## src/rtl/uart_segment_sequencer.sv

```systemverilog
// rtl/uart_segment_sequencer.sv - change-triggered UART segment strobe sequencer
// Synchronises demod status, captures it on change and issues one-hot segment strobes on slow ticks.
module uart_segment_sequencer #(
   parameter int NUM_CH  = 2,
   parameter int NUM_SEG = 2,
   parameter int CLK_DIV = 5000,
   localparam int SEG_W  = (NUM_SEG > 1) ? $clog2(NUM_SEG) : 1
) (
   input  logic               clk,
   input  logic               rst,
   input  logic               busy,
   input  logic [NUM_CH-1:0]  demod,
   output logic [NUM_SEG-1:0] transmit,
   output logic [NUM_CH-1:0]  snapshot,
   output logic [SEG_W-1:0]   seg_idx,
   output logic               active,
   output logic               pending
);

   localparam int CNT_W = $clog2(CLK_DIV);

   typedef enum logic [1:0] {
      IDLE,
      ISSUE,
      WAIT
   } state_t;

   state_t             state_q;
   state_t             state_d;
   logic [CNT_W-1:0]   cnt;
   logic               tick;
   logic [NUM_CH-1:0]  sync_q;
   logic [NUM_CH-1:0]  demod_s;
   logic [NUM_CH-1:0]  snap_d;
   logic [SEG_W-1:0]   idx_d;
   logic [NUM_SEG-1:0] tx_q;
   logic [NUM_SEG-1:0] tx_d;

   always_ff @(posedge clk) begin
      if (rst) begin
         sync_q  <= '0;
         demod_s <= '0;
      end else begin
         sync_q  <= demod;
         demod_s <= sync_q;
      end
   end

   assign tick = (cnt == CNT_W'(CLK_DIV - 1));

   always_ff @(posedge clk) begin
      if (rst || tick) begin
         cnt <= '0;
      end else begin
         cnt <= cnt + 1'b1;
      end
   end

   always_comb begin
      state_d = state_q;
      snap_d  = snapshot;
      idx_d   = seg_idx;
      tx_d    = '0;
      if (tick) begin
         case (state_q)
            IDLE: begin
               if (demod_s != snapshot) begin
                  snap_d  = demod_s;
                  idx_d   = '0;
                  state_d = ISSUE;
               end
            end
            ISSUE: begin
               if (!busy) begin
                  tx_d    = NUM_SEG'(1) << seg_idx;
                  state_d = WAIT;
               end
            end
            WAIT: begin
               if (seg_idx == SEG_W'(NUM_SEG - 1)) begin
                  state_d = IDLE;
               end else begin
                  idx_d   = seg_idx + 1'b1;
                  state_d = ISSUE;
               end
            end
            default: state_d = IDLE;
         endcase
      end
   end

   always_ff @(posedge clk) begin
      if (rst) begin
         state_q  <= IDLE;
         snapshot <= '0;
         seg_idx  <= '0;
         tx_q     <= '0;
      end else begin
         state_q  <= state_d;
         snapshot <= snap_d;
         seg_idx  <= idx_d;
         tx_q     <= tx_d;
      end
   end

   // Masking with rst keeps a strobe from overlapping a reset cycle.
   assign transmit = rst ? '0 : tx_q;
   assign active   = (state_q != IDLE);
   assign pending  = active && (demod_s != snapshot);

endmodule

```

## config.mk

```make
export PLATFORM = sky130hd
export DESIGN_NAME = uart_segment_sequencer
export DESIGN_NICKNAME = d
export VERILOG_FILES = /design/src/rtl/uart_segment_sequencer.sv
export SDC_FILE = /design/constraint.sdc
export NUM_CORES = 1
export LEC_CHECK = 0
export CORE_MARGIN = 2
export CORE_UTILIZATION = 35
export DETAILED_ROUTE_END_ITERATION = 7
export PLACE_DENSITY = 0.53
export SLEW_MARGIN = 10
export SYNTH_ARGS = -nofsm -noshare
export SYNTH_HDL_FRONTEND = slang
export SYNTH_SLANG_ARGS = --single-unit
```

## constraint.sdc

```tcl
create_clock -name clk -period 6.1 [get_ports clk]
set_input_delay 1.22 -clock clk [delete_from_list [all_inputs] [get_ports clk]]
set_output_delay 1.22 -clock clk [all_outputs]
set_load 0.01 [all_outputs]
```

==> impl_metrics.py, run 1 <==
metrics = {
    "run_status": {
        "status": "complete, no violations",
    },
    "critical_path": {
        "timing.rr.start": "cnt[6]",
        "crit_top_cell": "clkdlybuf4s50_1",
        "path_cells": "clkdlybuf4s50_1 -> nor2b_1 -> clkdlybuf4s50_1",
        "crit_required_ns": 4.88,
        "cpMaxStageDelayCell": "clkdlybuf4s50_1",
        "cp-start-kind": "primary input",
        "regToRegSetupSlack_ns": 3.80,
        "path_max_fanout": 16,
        "max_stage_delay_ns": 0.66,
        "reg2reg_depth": 4,
        "crit_type": "primary input to output port",
        "worstReg2RegEnd": "tx_q[0]",
        "cp-end-kind": "output port",
        "cp.arrival_ns": 2.63,
    },
    "hold_path": {
        "min_path_type": "register to register",
        "hp-start": "sync_q[1]",
        "hold_end": "demod_s[1]",
        "hold_depth": 1,
    },
    "sta": {
        "setup_viol": 0,
        "period_share": 0.631,
        "finalHoldViolCount": 0,
        "maxSlewViolCount": 0,
        "slew_headroom": 0.667,
        "setup_tns_ns": 0,
        "tightest_slew_ns": 0.498,
        "rsz0062_at_grt": "no",
        "min_period_ns": 3.85,
        "fin_skew_ns": 0.00526,
        "fmax_mhz": 260,
    },
    "cts": {
        "htreeDepth": 1,
        "cts_setup_buffers": 0,
        "cts_inserted_buffers": 3,
        "cts_tree": "yes",
        "cts_root_buffer": "clkbuf_4",
        "clkSinkCount": 24,
        "clock_latency_ns": 0.31,
        "hold_buffers": 0,
        "path_clk_slew_ns": 0.13,
        "postCtsResizedCells": 0,
        "cts_buffer_depth": 2,
    },
    "global_route": {
        "grt_pass1_vias": 696,
        "grt_max_degree": 17,
        "gr-usage-all-layers": 0.109,
        "antenna_found_initial": 0,
        "grt_overflow": 0,
        "grt_pass1_wl_mm": 2.77,
    },
    "pwr": {
        "power_density_nw_per_um2": 241,
        "p_leak_uw": 0.000402,
        "irDropWorstVdd_v": 0.000115,
    },
    "finish": {
        "syn_to_final_growth_pct": 19.0,
        "layout_common_cells": "24 x dfxtp_1, 20 x nor2_1, 11 x clkdlybuf4s50_1",
        "layout.nets": 128,
        "antenna_cells": 0,
        "final_common_cell": "dfxtp_1",
        "drive_gt1_frac": 0.0579,
        "final_util": 0.432,
    },
    "synthesis": {
        "synth_edf_count": 0,
        "synth_ff_type": "dfxtp_1",
        "synth_seq_cells": 24,
        "synthDistinctLibCells": 27,
        "synth_nets": 115,
        "yosysWarnings": 0,
        "avgSynthCellArea_um2": 9.10,
        "seq_area_frac_synth": 0.484,
        "synthCells": 109,
        "async_reset_ff_frac": 0,
        "syn-cell-area_um2": 992,
    },
    "floorplan": {
        "die_h_um": 57.2,
        "core-area_um2": 2730,
        "num_rows": 19,
        "die_x_um": 57.2,
        "dieArea_um2": 3280,
        "io_pins": 12,
        "initial_core_util": 0.363,
    },
    "routing": {
        "first_pass_iters": 7,
        "drc": 0,
        "vias": 728,
        "viasPerCell": 4.79,
        "wl_met2_um": 755,
        "wl_per_cell_um": 10.6,
        "drt_iter0_markers": 7,
        "routed.top_layer": "met4",
        "met1Wirelength_um": 769,
        "route.met3.wl_um": 63,
        "antenna_left": 0,
        "totalWireLength_mm": 1.61,
    },
    "flow_run": {
        "cap_viol_max_count": 0,
    },
    "placed_design": {
        "dp_hpwl_mm": 1.15,
        "gp_congestion": 0.753,
        "portBuffers": 11,
    },
}
==> routing by layer <==
metal  vias to the layer above  global-route usage
li1                        388                   -
met1                       324               0.132
met2                        14               0.182
met3                         2              0.0204
met4                         0              0.0598
met5                         -                   0
==> cell families after synthesis <==
kind of cell | share of synthesized area
adder cells (fa/ha/maj) | 0.0126
flip-flops | 0.484
AND/OR/NAND/NOR | 0.305
multiplexers | 0.0202
AO/OA/AOI/OAI | 0.0391
buffers and inverters | 0.0239
XOR/XNOR | 0.115
==> synth_stat cells, types with 2 or more instances <==
master / number / area, um2
inv_1: 3 / 11.3
nor3_1: 4 / 20.0
dfxtp_1: 24 / 480
nor2b_1: 7 / 43.8
nand2b_1: 5 / 31.3
xor2_1: 4 / 35.0
nand3_1: 6 / 30.0
nand2_1: 5 / 18.8
mux2i_1: 2 / 20.0
xnor2_1: 9 / 78.8
a21oi_1: 3 / 15.0
nor4_1: 3 / 18.8
nor2_1: 20 / 75.1
==> worst max-delay path: cells and delay by family <==
family                 cells  cell delay [ns]
buffers and inverters      2             1.21
and+or+nand+nor            1             0.20
==> layout make-up <==
type / count / area [um2]
inverters: 3 / 11.3
clock buffers: 3 / 22.5
flip-flops and latches: 24 / 480
fillers: 282 / 1550
repair buffers: 11 / 110
multi-input cells: 79 / 488
well taps: 31 / 38.8
clock inverters: 1 / 30.0
==> report_power, final <==
part / internal [uW] / switching (uW)
Clock: 66.4 / 45.1
Combinational: 5.59 / 5.51
Sequential: 160 / 1.88
==> metrics by stage <==
| step | power, uW | area [um2] | hold slack, ns | worst slack, ns | std cells |
|---|---|---|---|---|---|
| detailed placement | 176 | 1130 | 0.429 | 2.23 | 148 |
| CTS | 290 | 1180 | 0.460 | 2.22 | 152 |
| finish | 284 | 1180 | 0.453 | 2.25 | 152 |
| floorplan | 172 | 992 | 0.414 | 3.27 | 109 |
| global placement | 176 | 1130 | 0.424 | 2.23 | 148 |
| global route | 299 | 1180 | 0.469 | 2.13 | 152 |
==> worst max path at each step <==
stage,to,startpoint,cells after the start,slack (ns)
2_1_floorplan,transmit[0],rst,2,3.27
3_3_place_gp,transmit[0],rst,3,2.23
3_5_place_dp,transmit[1],rst,3,2.23
4_1_cts,transmit[1],rst,3,2.22
5_1_grt,transmit[0],rst,3,2.13
6_report,transmit[1],rst,3,2.25
==> sequential cells by signal (all words and copies together) (netlist names) <==
| signal | count |
|---|---|
| sync_q | 2 |
| state_q | 2 |
| snapshot | 2 |
| cnt | 13 |
| demod_s | 2 |
| seg_idx | 1 |
| tx_q | 2 |
No activity file was read; power rests on OpenSTA's default activity.
==> inputs of run 2 (changes only) <==
- clock period: 6.1 -> 3.69 ns (I/O delays scaled with it)
==> run 2 against run 1 <==
  * Clock-buffer cell count increased by 1
  * Routed wire length increased by 0.31%
  * Critical path depth increased by 1
  * Clock power increased by 19%
  * Die area unchanged
  * First-iteration DRC count increased by 29%
  * Combinational power increased by 75%
  * Total power increased by 47%
  * Global-route usage increased by 0.76 points
  * Setup slack got worse by 1.3 ns
  * Via count increased by 1.6%
  * Largest cell class unchanged
  * Largest power group unchanged
==> impl_metrics.py, run 2 (synthesized netlist as in run 1, its figures left out) <==
metrics = {
    "cts": {
        "clkSinkCount": 24,
        "cts_tree": "yes",
        "htreeDepth": 1,
        "cts_setup_buffers": 0,
        "cts_root_buffer": "clkbuf_4",
        "cts_inserted_buffers": 3,
        "cts_buffer_depth": 2,
        "postCtsResizedCells": 0,
        "path_clk_slew_ns": 0.12,
        "hold_buffers": 0,
        "clock_latency_ns": 0.30,
    },
    "floorplan": {
        "num_rows": 19,
        "die_x_um": 57.2,
        "die_h_um": 57.2,
        "io_pins": 12,
        "initial_core_util": 0.363,
        "core-area_um2": 2730,
        "dieArea_um2": 3280,
    },
    "routing": {
        "drt_iter0_markers": 9,
        "first_pass_iters": 4,
        "antenna_left": 0,
        "viasPerCell": 4.84,
        "wl_per_cell_um": 10.5,
        "vias": 740,
        "drc": 0,
        "totalWireLength_mm": 1.61,
    },
    "critical_path": {
        "crit_type": "primary input to output port",
        "regToRegSetupSlack_ns": 1.38,
        "cp-end-kind": "output port",
        "path_max_fanout": 16,
        "cp.arrival_ns": 1.98,
        "cp-start-kind": "primary input",
        "crit_required_ns": 2.95,
    },
    "finish": {
        "final_common_cell": "dfxtp_1",
        "syn_to_final_growth_pct": 18.2,
        "n_fill_cell": 285,
        "layout.nets": 129,
        "layout_common_cells": "24 x dfxtp_1, 20 x nor2_1, 11 x clkdlybuf4s50_1",
        "largest_register_ffs": 13,
        "drive_gt1_frac": 0.0656,
        "regArea_um2": 480,
        "top_register": "cnt",
        "multi_input_area_um2": 488,
        "antenna_cells": 0,
    },
    "flow_run": {
        "cap_viol_max_count": 0,
    },
    "global_route": {
        "gr-usage-all-layers": 0.117,
        "grt_pass1_wl_mm": 3.02,
        "grt_overflow": 0,
        "grt_max_degree": 17,
        "antenna_found_initial": 0,
        "grt_pass1_vias": 716,
    },
    "placed_design": {
        "gp_congestion": 0.780,
        "portBuffers": 11,
        "dp_hpwl_mm": 1.18,
    },
    "pwr": {
        "power_uw": 419,
        "irDropWorstVdd_v": 0.000171,
        "p_leak_uw": 0.000400,
        "power_density_nw_per_um2": 357,
    },
    "sta": {
        "maxSlewViolCount": 0,
        "fin_skew_ns": 0.00334,
        "period_share": 0.737,
        "min_period_ns": 2.72,
        "tightest_slew_ns": 0.474,
        "setup_tns_ns": 0,
        "fmax_mhz": 368,
        "finalHoldViolCount": 0,
        "slew_headroom": 0.684,
        "rsz0062_at_grt": "no",
        "setup_viol": 0,
    },
    "hold_path": {
        "min_path_type": "register to register",
    },
    "run_status": {
        "status": "complete, no violations",
    },
}
## run 2: through the flow
stage | utilization | instances | setup WS, ns | area (um2) | hold WS [ns]
2_1_floorplan | - | 109 | 1.56 | 992 | 0.414
3_3_place_gp | 0.416 | 149 | 0.981 | 1140 | 0.425
3_5_place_dp | 0.416 | 149 | 0.971 | 1140 | 0.426
4_1_cts | 0.429 | 153 | 0.957 | 1170 | 0.458
5_1_grt | 0.429 | 153 | 0.895 | 1170 | 0.473
6_report | 0.429 | 153 | 0.970 | 1170 | 0.454
## run 2: worst paths after layout
path	end	depth (start not counted)	start
min	demod_s[0]	1	sync_q[0]
max	transmit[1]	4	rst
min reg2reg	demod_s[0]	1	sync_q[0]
max reg2reg	tx_q[1]	4	cnt[6]
## run 2: layout make-up
class	count	area share
inverters	3	0.00961
multi-input cells	79	0.416
flip-flops and latches	24	0.410
well taps	31	0.0331
repair buffers	12	0.100
clock buffers	4	0.0309
## run 2: report_power, final
group / switching [uW] / internal, uW / total, uW / leakage [uW]
registers: 3.09 / 264 / 267 / 0.000195
logic: 9.38 / 10.1 / 19.4 / 0.000184
clock network: 72.2 / 60.2 / 132 / 0.0000210
## run 2: worst max-delay path: stages
cell and delay [ns]:
clkdlybuf4s50_1 0.40, buf_4 0.19, nor2b_1 0.12, clkdlybuf4s50_1 0.54
## run 2: layer usage
layer | track usage | wire, um
met1 | 0.150 | 787
met4 | 0.0498 | 29
met3 | 0.0272 | 57
met5 | 0 | 0
met2 | 0.187 | 737
